<file path="src/rtl/round_robin_lock_arbiter_if.sv">
// Request/grant bus between requesters and round_robin_lock_arbiter.
// master: requester side (drives req_i/ack_i); slave: arbiter side.
interface round_robin_lock_arbiter_if #(
  parameter int unsigned N = 32
);
  localparam int unsigned IW = $clog2(N);

  logic [N-1:0]  req_i;
  logic          ack_i;
  logic [N-1:0]  gnt_o;
  logic [IW-1:0] gnt_idx_o;
  logic          gnt_valid_o;

  modport master (
    output req_i,
    output ack_i,
    input  gnt_o,
    input  gnt_idx_o,
    input  gnt_valid_o
  );

  modport slave (
    input  req_i,
    input  ack_i,
    output gnt_o,
    output gnt_idx_o,
    output gnt_valid_o
  );
endinterface

</file>
<file path="src/rtl/round_robin_lock_arbiter.sv">
// Round-robin arbiter with grant lock: a grant is held until the grantee
// acks or drops its request, then re-arbitration happens in the same edge.
// Optional macro ARB_HOLD_LIMIT_EN adds a forced release after MAX_HOLD
// grant cycles.
module round_robin_lock_arbiter #(
  parameter int unsigned N        = 32,
  parameter int unsigned MAX_HOLD = 8
) (
  input logic                        clk,
  input logic                        reset,
  round_robin_lock_arbiter_if.slave  bus
);
  localparam int unsigned IW = $clog2(N);

  typedef enum logic {
    IDLE,
    GRANT
  } state_t;

  state_t        state_q, state_d;
  logic [IW-1:0] ptr_q, ptr_d;
  logic [N-1:0]  gnt_q, gnt_d;
  logic [IW-1:0] idx_q, idx_d;
  logic          valid_q, valid_d;

  logic          force_rel;
  logic          release_ev;
  logic          arbitrate;
  logic [IW-1:0] next_ptr;
  logic [IW-1:0] search_ptr;
  logic [N-1:0]  eligible;
  logic          win_found;
  logic [IW-1:0] win_idx;
  int unsigned   k;

`ifdef ARB_HOLD_LIMIT_EN
  logic [7:0] hold_q, hold_d;

  // Forced release once the current grant has been visible MAX_HOLD cycles
  always_comb begin
    force_rel = (state_q == GRANT) && (hold_q == 8'(MAX_HOLD - 1));
  end
`else
  always_comb begin
    force_rel = 1'b0;
  end
`endif

  // Release detection and the request set / start pointer for this edge
  always_comb begin
    next_ptr   = (idx_q == IW'(N - 1)) ? '0 : idx_q + 1'b1;
    release_ev = 1'b0;
    arbitrate  = 1'b0;
    search_ptr = ptr_q;
    eligible   = '0;
    if (state_q == IDLE) begin
      arbitrate = 1'b1;
      eligible  = bus.req_i;
    end else begin
      release_ev = bus.ack_i || !bus.req_i[idx_q] || force_rel;
      if (release_ev) begin
        arbitrate  = 1'b1;
        search_ptr = next_ptr;
        eligible   = bus.req_i;
        // A forced release excludes the grantee unless it is the only requester
        if (force_rel && ((bus.req_i & ~gnt_q) != '0))
          eligible = bus.req_i & ~gnt_q;
      end
    end
  end

  // First eligible requester at or above search_ptr, wrapping past N-1
  always_comb begin
    win_found = 1'b0;
    win_idx   = '0;
    k         = 0;
    for (int unsigned i = 0; i < N; i++) begin
      k = (32'(search_ptr) + i) % N;
      if (!win_found && eligible[k[IW-1:0]]) begin
        win_found = 1'b1;
        win_idx   = k[IW-1:0];
      end
    end
  end

  // Next-state and registered-output values
  always_comb begin
    state_d = state_q;
    ptr_d   = ptr_q;
    gnt_d   = gnt_q;
    idx_d   = idx_q;
    valid_d = valid_q;
`ifdef ARB_HOLD_LIMIT_EN
    hold_d  = hold_q;
    if (state_q == GRANT && !release_ev)
      hold_d = hold_q + 8'd1;
`endif
    if (release_ev)
      ptr_d = next_ptr;
    if (arbitrate) begin
`ifdef ARB_HOLD_LIMIT_EN
      hold_d = '0;
`endif
      if (win_found) begin
        state_d          = GRANT;
        gnt_d            = '0;
        gnt_d[win_idx]   = 1'b1;
        idx_d            = win_idx;
        valid_d          = 1'b1;
      end else begin
        state_d = IDLE;
        gnt_d   = '0;
        idx_d   = '0;
        valid_d = 1'b0;
      end
    end
  end

  // State and output registers; reset overrides any arbitration
  always_ff @(posedge clk) begin
    if (reset) begin
      state_q <= IDLE;
      ptr_q   <= '0;
      gnt_q   <= '0;
      idx_q   <= '0;
      valid_q <= 1'b0;
`ifdef ARB_HOLD_LIMIT_EN
      hold_q  <= '0;
`endif
    end else begin
      state_q <= state_d;
      ptr_q   <= ptr_d;
      gnt_q   <= gnt_d;
      idx_q   <= idx_d;
      valid_q <= valid_d;
`ifdef ARB_HOLD_LIMIT_EN
      hold_q  <= hold_d;
`endif
    end
  end

  assign bus.gnt_o       = gnt_q;
  assign bus.gnt_idx_o   = idx_q;
  assign bus.gnt_valid_o = valid_q;
endmodule

</file>
<file path="src/flat_wrapper.sv">
// flat-port wrapper written by rule: the top's interface ports become plain ports
module round_robin_lock_arbiter_flat 
#(
  parameter int unsigned N        = 32,
  parameter int unsigned MAX_HOLD = 8
)
  (clk, reset, bus_req_i, bus_ack_i, bus_gnt_o, bus_gnt_idx_o, bus_gnt_valid_o);
  round_robin_lock_arbiter_if #(.N(N)) bus_i ();
  input logic clk;
  input logic reset;
  input wire logic [$bits(bus_i.req_i)-1:0] bus_req_i;
  input wire logic [$bits(bus_i.ack_i)-1:0] bus_ack_i;
  output wire logic [$bits(bus_i.gnt_o)-1:0] bus_gnt_o;
  output wire logic [$bits(bus_i.gnt_idx_o)-1:0] bus_gnt_idx_o;
  output wire logic [$bits(bus_i.gnt_valid_o)-1:0] bus_gnt_valid_o;
  assign bus_i.req_i = bus_req_i;
  assign bus_i.ack_i = bus_ack_i;
  assign bus_gnt_o = bus_i.gnt_o;
  assign bus_gnt_idx_o = bus_i.gnt_idx_o;
  assign bus_gnt_valid_o = bus_i.gnt_valid_o;
  round_robin_lock_arbiter #(.N(N), .MAX_HOLD(MAX_HOLD)) u_core (.clk(clk), .reset(reset), .bus(bus_i));
endmodule
</file>
<file path="config.mk">
export PLATFORM = sky130hd
export DESIGN_NAME = round_robin_lock_arbiter_flat
export DESIGN_NICKNAME = d
export VERILOG_FILES = /design/src/rtl/round_robin_lock_arbiter_if.sv /design/src/rtl/round_robin_lock_arbiter.sv /design/src/flat_wrapper.sv
export SDC_FILE = /design/constraint.sdc
export NUM_CORES = 1
export LEC_CHECK = 0
export ABC_AREA = 1
export BUFFER_PORTS_ARGS = -buffer_cell sky130_fd_sc_hd__buf_2
export CAP_MARGIN = 10
export CORE_MARGIN = 2
export CORE_UTILIZATION = 50
export CTS_CLUSTER_SIZE = 16
export DETAILED_ROUTE_END_ITERATION = 10
export PLACE_DENSITY_LB_ADDON = 0.15
export SLEW_MARGIN = 20
export SYNTH_ARGS = -nofsm -noshare
export SYNTH_HDL_FRONTEND = slang
export SYNTH_SLANG_ARGS = --single-unit
</file>
<file path="constraint.sdc">
create_clock -name clk -period 17.46 [get_ports clk]
set_clock_uncertainty 0.2 [all_clocks]
set_input_delay 0 -clock clk [delete_from_list [all_inputs] [get_ports clk]]
set_output_delay 0 -clock clk [all_outputs]
set_load 0.05 [all_outputs]
</file>
**Word-level counts from Yosys, hierarchy flattened**

Cells that the tools add are included.

- Register bits after elaboration: 43
- Input port bits: 35

- Equal/unequal tests: 1
- Reductions and logical operators: 65
- Multiplexer cells: 143
- Add/subtract/negate cells: 32
- Order comparisons: 35

Operators by type and width:

| cell | number |
|---|---|
| less-than comparator 5 x 6 -> 1 bit (second input constant) | 34 |
| 2-to-1 mux 5 bit | 36 |
| binary-select mux 1 bit (select 5 bit) | 33 |
| 2-to-1 mux 32 bit | 3 |
| adder 5 bit (second input constant) | 16 |
| 2-to-1 mux 1 bit | 70 |
| adder 5 x 4 -> 5 bit (second input constant) | 8 |
| logical AND 1 bit | 32 |
| zero test 1 bit | 32 |
| adder 5 x 3 -> 5 bit (second input constant) | 4 |
| adder 5 x 1 -> 5 bit (second input constant) | 2 |
| adder 5 x 2 -> 5 bit (second input constant) | 2 |
| demux 1 bit (select 5 bit) | 1 |
| == test 5 bit (second input constant) | 1 |
| >= comparator 5 x 1 -> 1 bit (second input constant) | 1 |
| logical OR 1 bit | 1 |

**Longest topological paths before layout**

- Word-level depth: 107
- Depth in mapped cells: 52

**Least setup slack after synthesis**

No wires, ideal clock.

- Path type: reg2reg
- Start point: register u_core.idx_q[0] (netlist: u_core.bus.gnt_idx_o[0])
- End point: register u_core.gnt_q[29] (netlist: u_core.bus.gnt_o[29])
- Stages on the path, launching flop included: 46
- Clock period less this slack: 6.710 ns
- Slack: 10.750 ns
- Data arrival time: 6.440 ns
- Library setup time: 0.071 ns
- Cells stage by stage: dfxtp_1 > inv_2 > buf_6 > nand2_1 > nand3_1 > nand3_1 > nand2_1 > nand2_1 > nand3_1 > nand3_2 > nand2_2 > buf_6 > o21ai_0 > buf_2 > buf_2 > buf_2 > ha_1 > clkinv_1 > (+10 left out) > nor2_8 > nand4_4 > nor2_4 > nand4_2 > nor2_2 > nand4_2 > nor2_4 > nand4_2 > nor2_4 > nand4_4 > nor2_4 > nand3_1 > nor2_2 > inv_2 > nand2_4 > buf_6 > nand3_1 > a21oi_1

- Cells in the longest elaborated chain, start to end: 107
- Elaborated cells on any way between the ends: 240

Ends and longest elaborated chain:

| item | RTL line | RTL |
|---|---|---|
| start, declared | round_robin_lock_arbiter.sv:23 | `logic [IW-1:0] idx_q, idx_d;` |
| start signal, assigned | round_robin_lock_arbiter.sv:134 | `idx_q <= idx_d;` |
| parallel branches: the longest is 107 deep, another holds adder 5 x 1 -> 5 bit | -- |  |
| end signal, assigned | round_robin_lock_arbiter.sv:133 | `gnt_q <= gnt_d;` |
| end, declared | round_robin_lock_arbiter.sv:22 | `logic [N-1:0] gnt_q, gnt_d;` |

Parallel ways; which one is timed is not known. The select of a mux whose other input is x is not followed.
A chain may end at the register's enable or synchronous reset.

**Final worst setup path**

- Start point: register u_core.idx_q[0] (netlist: u_core.bus.gnt_idx_o[0])
- End point: register u_core.gnt_q[15] (netlist: u_core.bus.gnt_o[15])

The elaborated chain is that of the path after synthesis.

==> metrics.csv <==
stage,metric,value,unit
outcome,status,"complete, no violations",
worst_setup_path,reg2reg_depth,41,
cts,cts_repair_resize_count,0,
floorplan,dieArea,14600,sq um
worst_setup_path,cp_slowest_cell,dfxtp_1,
worst_setup_path,crit_family,simple AND/OR/NAND/NOR gates,
detailed_routing,via_per_inst,5.84,
logic_synthesis,synth_area,6810,sq um
placed_design,io_buffers,72,
cts,path_clk_slew,0.06,ns
worst_setup_path,cp.buffers_inverters,5,
sta,worst_slew_pin_slew,1.05,ns
worst_setup_path,crit_fanout,34,
sta,slew_violations,0,
sta,max_freq,119,MHz
floorplan,start_util,0.512,
floorplan,ios,73,
layout,n_antenna_cell,0,
logic_synthesis,async_flop_share,0,
logic_synthesis,synth_seq_area_share,0.126,
logic_synthesis,synth_nets,1332,
worst_setup_path,cpPeakStageDelay,0.77,ns
cts,post_cts_buffers,0,
worst_setup_path,crit_arrival,8.40,ns
detailed_routing,postRouteAntennaNets,0,
logic_synthesis,syn_inst,1283,
floorplan,rows,42,
placed_design,dp_hpwl,19200,um
layout,final_nets,1372,
logic_synthesis,yosysWarnings,0,
layout,fill_cells,1464,
logic_synthesis,ys_ff_latch,43,
worst_setup_path,critPathLaunchType,flip-flop,
detailed_routing,post_drt_wl_per_cell,16.5,um
sta,setup_tns,0,ns
floorplan,fp.coreArea,13300,sq um
logic_synthesis,synth_top_area_share,0.256,
detailed_routing,first_pass_iters,6,
logic_synthesis,synth_top_area_cell,nand2_1,
logic_synthesis,synth_edf_count,0,
detailed_routing,drc,0,
worst_setup_path,crit_type,flip-flop to flip-flop,
cts,clk_latency,0.28,ns
detailed_routing,drt_iter0_markers,1145,
layout,drive_gt1_frac,0.119,
placed_design,gp_congestion,1.02,
worst_setup_path,cp.required,17.47,ns
sta,period_needed,8.40,ns
run,maxCapViolations,0,
sta,fin_crit_sh,0.481,
detailed_routing,vias,8766,
cts,cts_num_sinks,43,
logic_synthesis,synth.area.top_cells,"nand2_1 (26%), nand3_1 (17%), dfxtp_1 (13%), nor2_1 (6.6%), inv_1 (6.4%)",
sta,rsz0062_at_grt,false,
sta,finalHoldWorstSlack,0.0581,ns
worst_setup_path,crit_cells,41,
worst_setup_path,crit_path_frequent_cell,nand3_1,
cts,clk_path_buf_depth,2,
cts,htree_levels,2,
global_routing,grt-ovfl-total,0,
detailed_routing,wirelength,24700,um
cts,root_buffer,clkbuf_16,
logic_synthesis,yosys_most_used_dff,dfxtp_1,
layout,fin_util,0.554,
cts,hold_buffers,0,
hold_path,whs_path_depth,2,
hold_path,hold_class,input pin to flip-flop,
layout,area_delta_synth_final,8.10,%
cts,cts_buffers,5,
floorplan,dieWidth,121,um
global_routing,grt_max_degree,42,
global_routing,grt_util_all_layers,0.338,
sta,final-hold-violation-count,0,
global_routing,grt_pass1_wl,39400,um
floorplan,die_h,121,um
worst_setup_path,end_kind,flip-flop,
sta,slew_headroom,0.299,
logic_synthesis,synth_cell_types,47,
global_routing,grt_antenna_before_repair,0,
cts,cts_tree,built,
logic_synthesis,avgSynthCellArea,5.31,sq um
global_routing,grt_pass1_vias,7805,
sta,setup_viol,0,
-- worst paths after layout --
| path | endpoint | start | slack (ns) |
|---|---|---|---|
| max | u_core.bus.gnt_o[15] | u_core.bus.gnt_idx_o[0] | 9.06 |
| min | u_core.ptr_q[2] | reset | 0.06 |
| max reg2reg | u_core.bus.gnt_o[15] | u_core.bus.gnt_idx_o[0] | 9.06 |
| min reg2reg | u_core.bus.gnt_o[29] | u_core.bus.gnt_o[29] | 0.26 |
-- kinds of logic (layout without fill, tap and decap cells) --
group / Yosys count / in the layout / synth area share
compound gates: 109 / 109 / 0.0906
xor+xnor: 14 / 14 / 0.0241
fa+ha+maj: 14 / 14 / 0.0257
buf+inv: 180 / 221 / 0.113
flops: 43 / 43 / 0.126
simple gates: 923 / 923 / 0.621
-- synthesized netlist by cell type, types with 11 or more instances --
master	n
inv_1	117
nor2_2	11
o21ai_0	30
nand3_1	236
clkbuf_1	17
inv_2	12
nand2_1	465
nand4_1	44
nor2_1	119
a21oi_1	47
dfxtp_1	43
a31oi_1	11
buf_2	16
ha_1	14
-- metal layers --
metal  vias to the layer above  global-route usage  wire length (um)
met4                         0               0.132              1070
met2                       472               0.537             10700
met5                         -                   0                 0
li1                       4277                   -                 -
met3                        78              0.0302              2360
met1                      3939               0.472             10500
-- registers in the layout, indices dropped and copies added (netlist names) --
name / count
u_core.bus.gnt_o: 32
u_core.ptr_q: 5
u_core.bus.gnt_idx_o: 5
u_core.state_q: 1
-- layout make-up --
class	count	area [sq um]	share of cell area
Clock buffer	5	125	0.0170
Clock inverter	3	43.8	0.00595
Inverter	133	499	0.0678
Multi-Input combinational cell	1060	5190	0.705
Sequential cell	43	861	0.117
Tap cell	176	220	0.0299
Timing Repair Buffer	80	424	0.0576
-- through the flow --
stage / area (sq um) / cells / setup WS (ns)
2_1_floorplan: 6810 / 1283 / 10.75
3_3_place_gp: 7180 / 1491 / 9.46
3_5_place_dp: 7180 / 1491 / 9.27
4_1_cts: 7350 / 1499 / 9.23
5_1_grt: 7360 / 1500 / 8.28
6_report: 7360 / 1500 / 9.06
-- cell usage in the layout (no fill, tap or decap), types with 3 or more instances in the layout --
| cell | Yosys | layout |
|---|---|---|
| nor2_4 | 5 | 5 |
| nor2_1 | 119 | 118 |
| nand3_1 | 236 | 236 |
| a31oi_1 | 11 | 11 |
| nand4_1 | 44 | 44 |
| buf_2 | 16 | 72 |
| nand2_1 | 465 | 465 |
| nor4_1 | 3 | 3 |
| nor2_8 | 3 | 3 |
| inv_2 | 12 | 12 |
| clkinv_1 | 4 | 4 |
| o21ai_0 | 30 | 29 |
| a21oi_1 | 47 | 47 |
| dfxtp_1 | 43 | 43 |
| nand2_2 | 6 | 6 |
| o21ai_1 | 5 | 5 |
| nand4_2 | 5 | 5 |
| nor2_2 | 11 | 12 |
| nand3_2 | 4 | 4 |
| xor2_2 | 3 | 3 |
| buf_4 | 7 | 7 |
| o21a_1 | 5 | 5 |
| nand4_4 | 5 | 5 |
| xor2_1 | 8 | 8 |
| clkbuf_16 | 0 | 5 |
| or2_2 | 3 | 3 |
| nor3_1 | 6 | 6 |
| inv_1 | 117 | 117 |
| ha_1 | 14 | 14 |
| o21ai_2 | 3 | 4 |
Power is not shown: default switching activity piles up to over one toggle a cycle in this logic, so the estimate is an artifact.
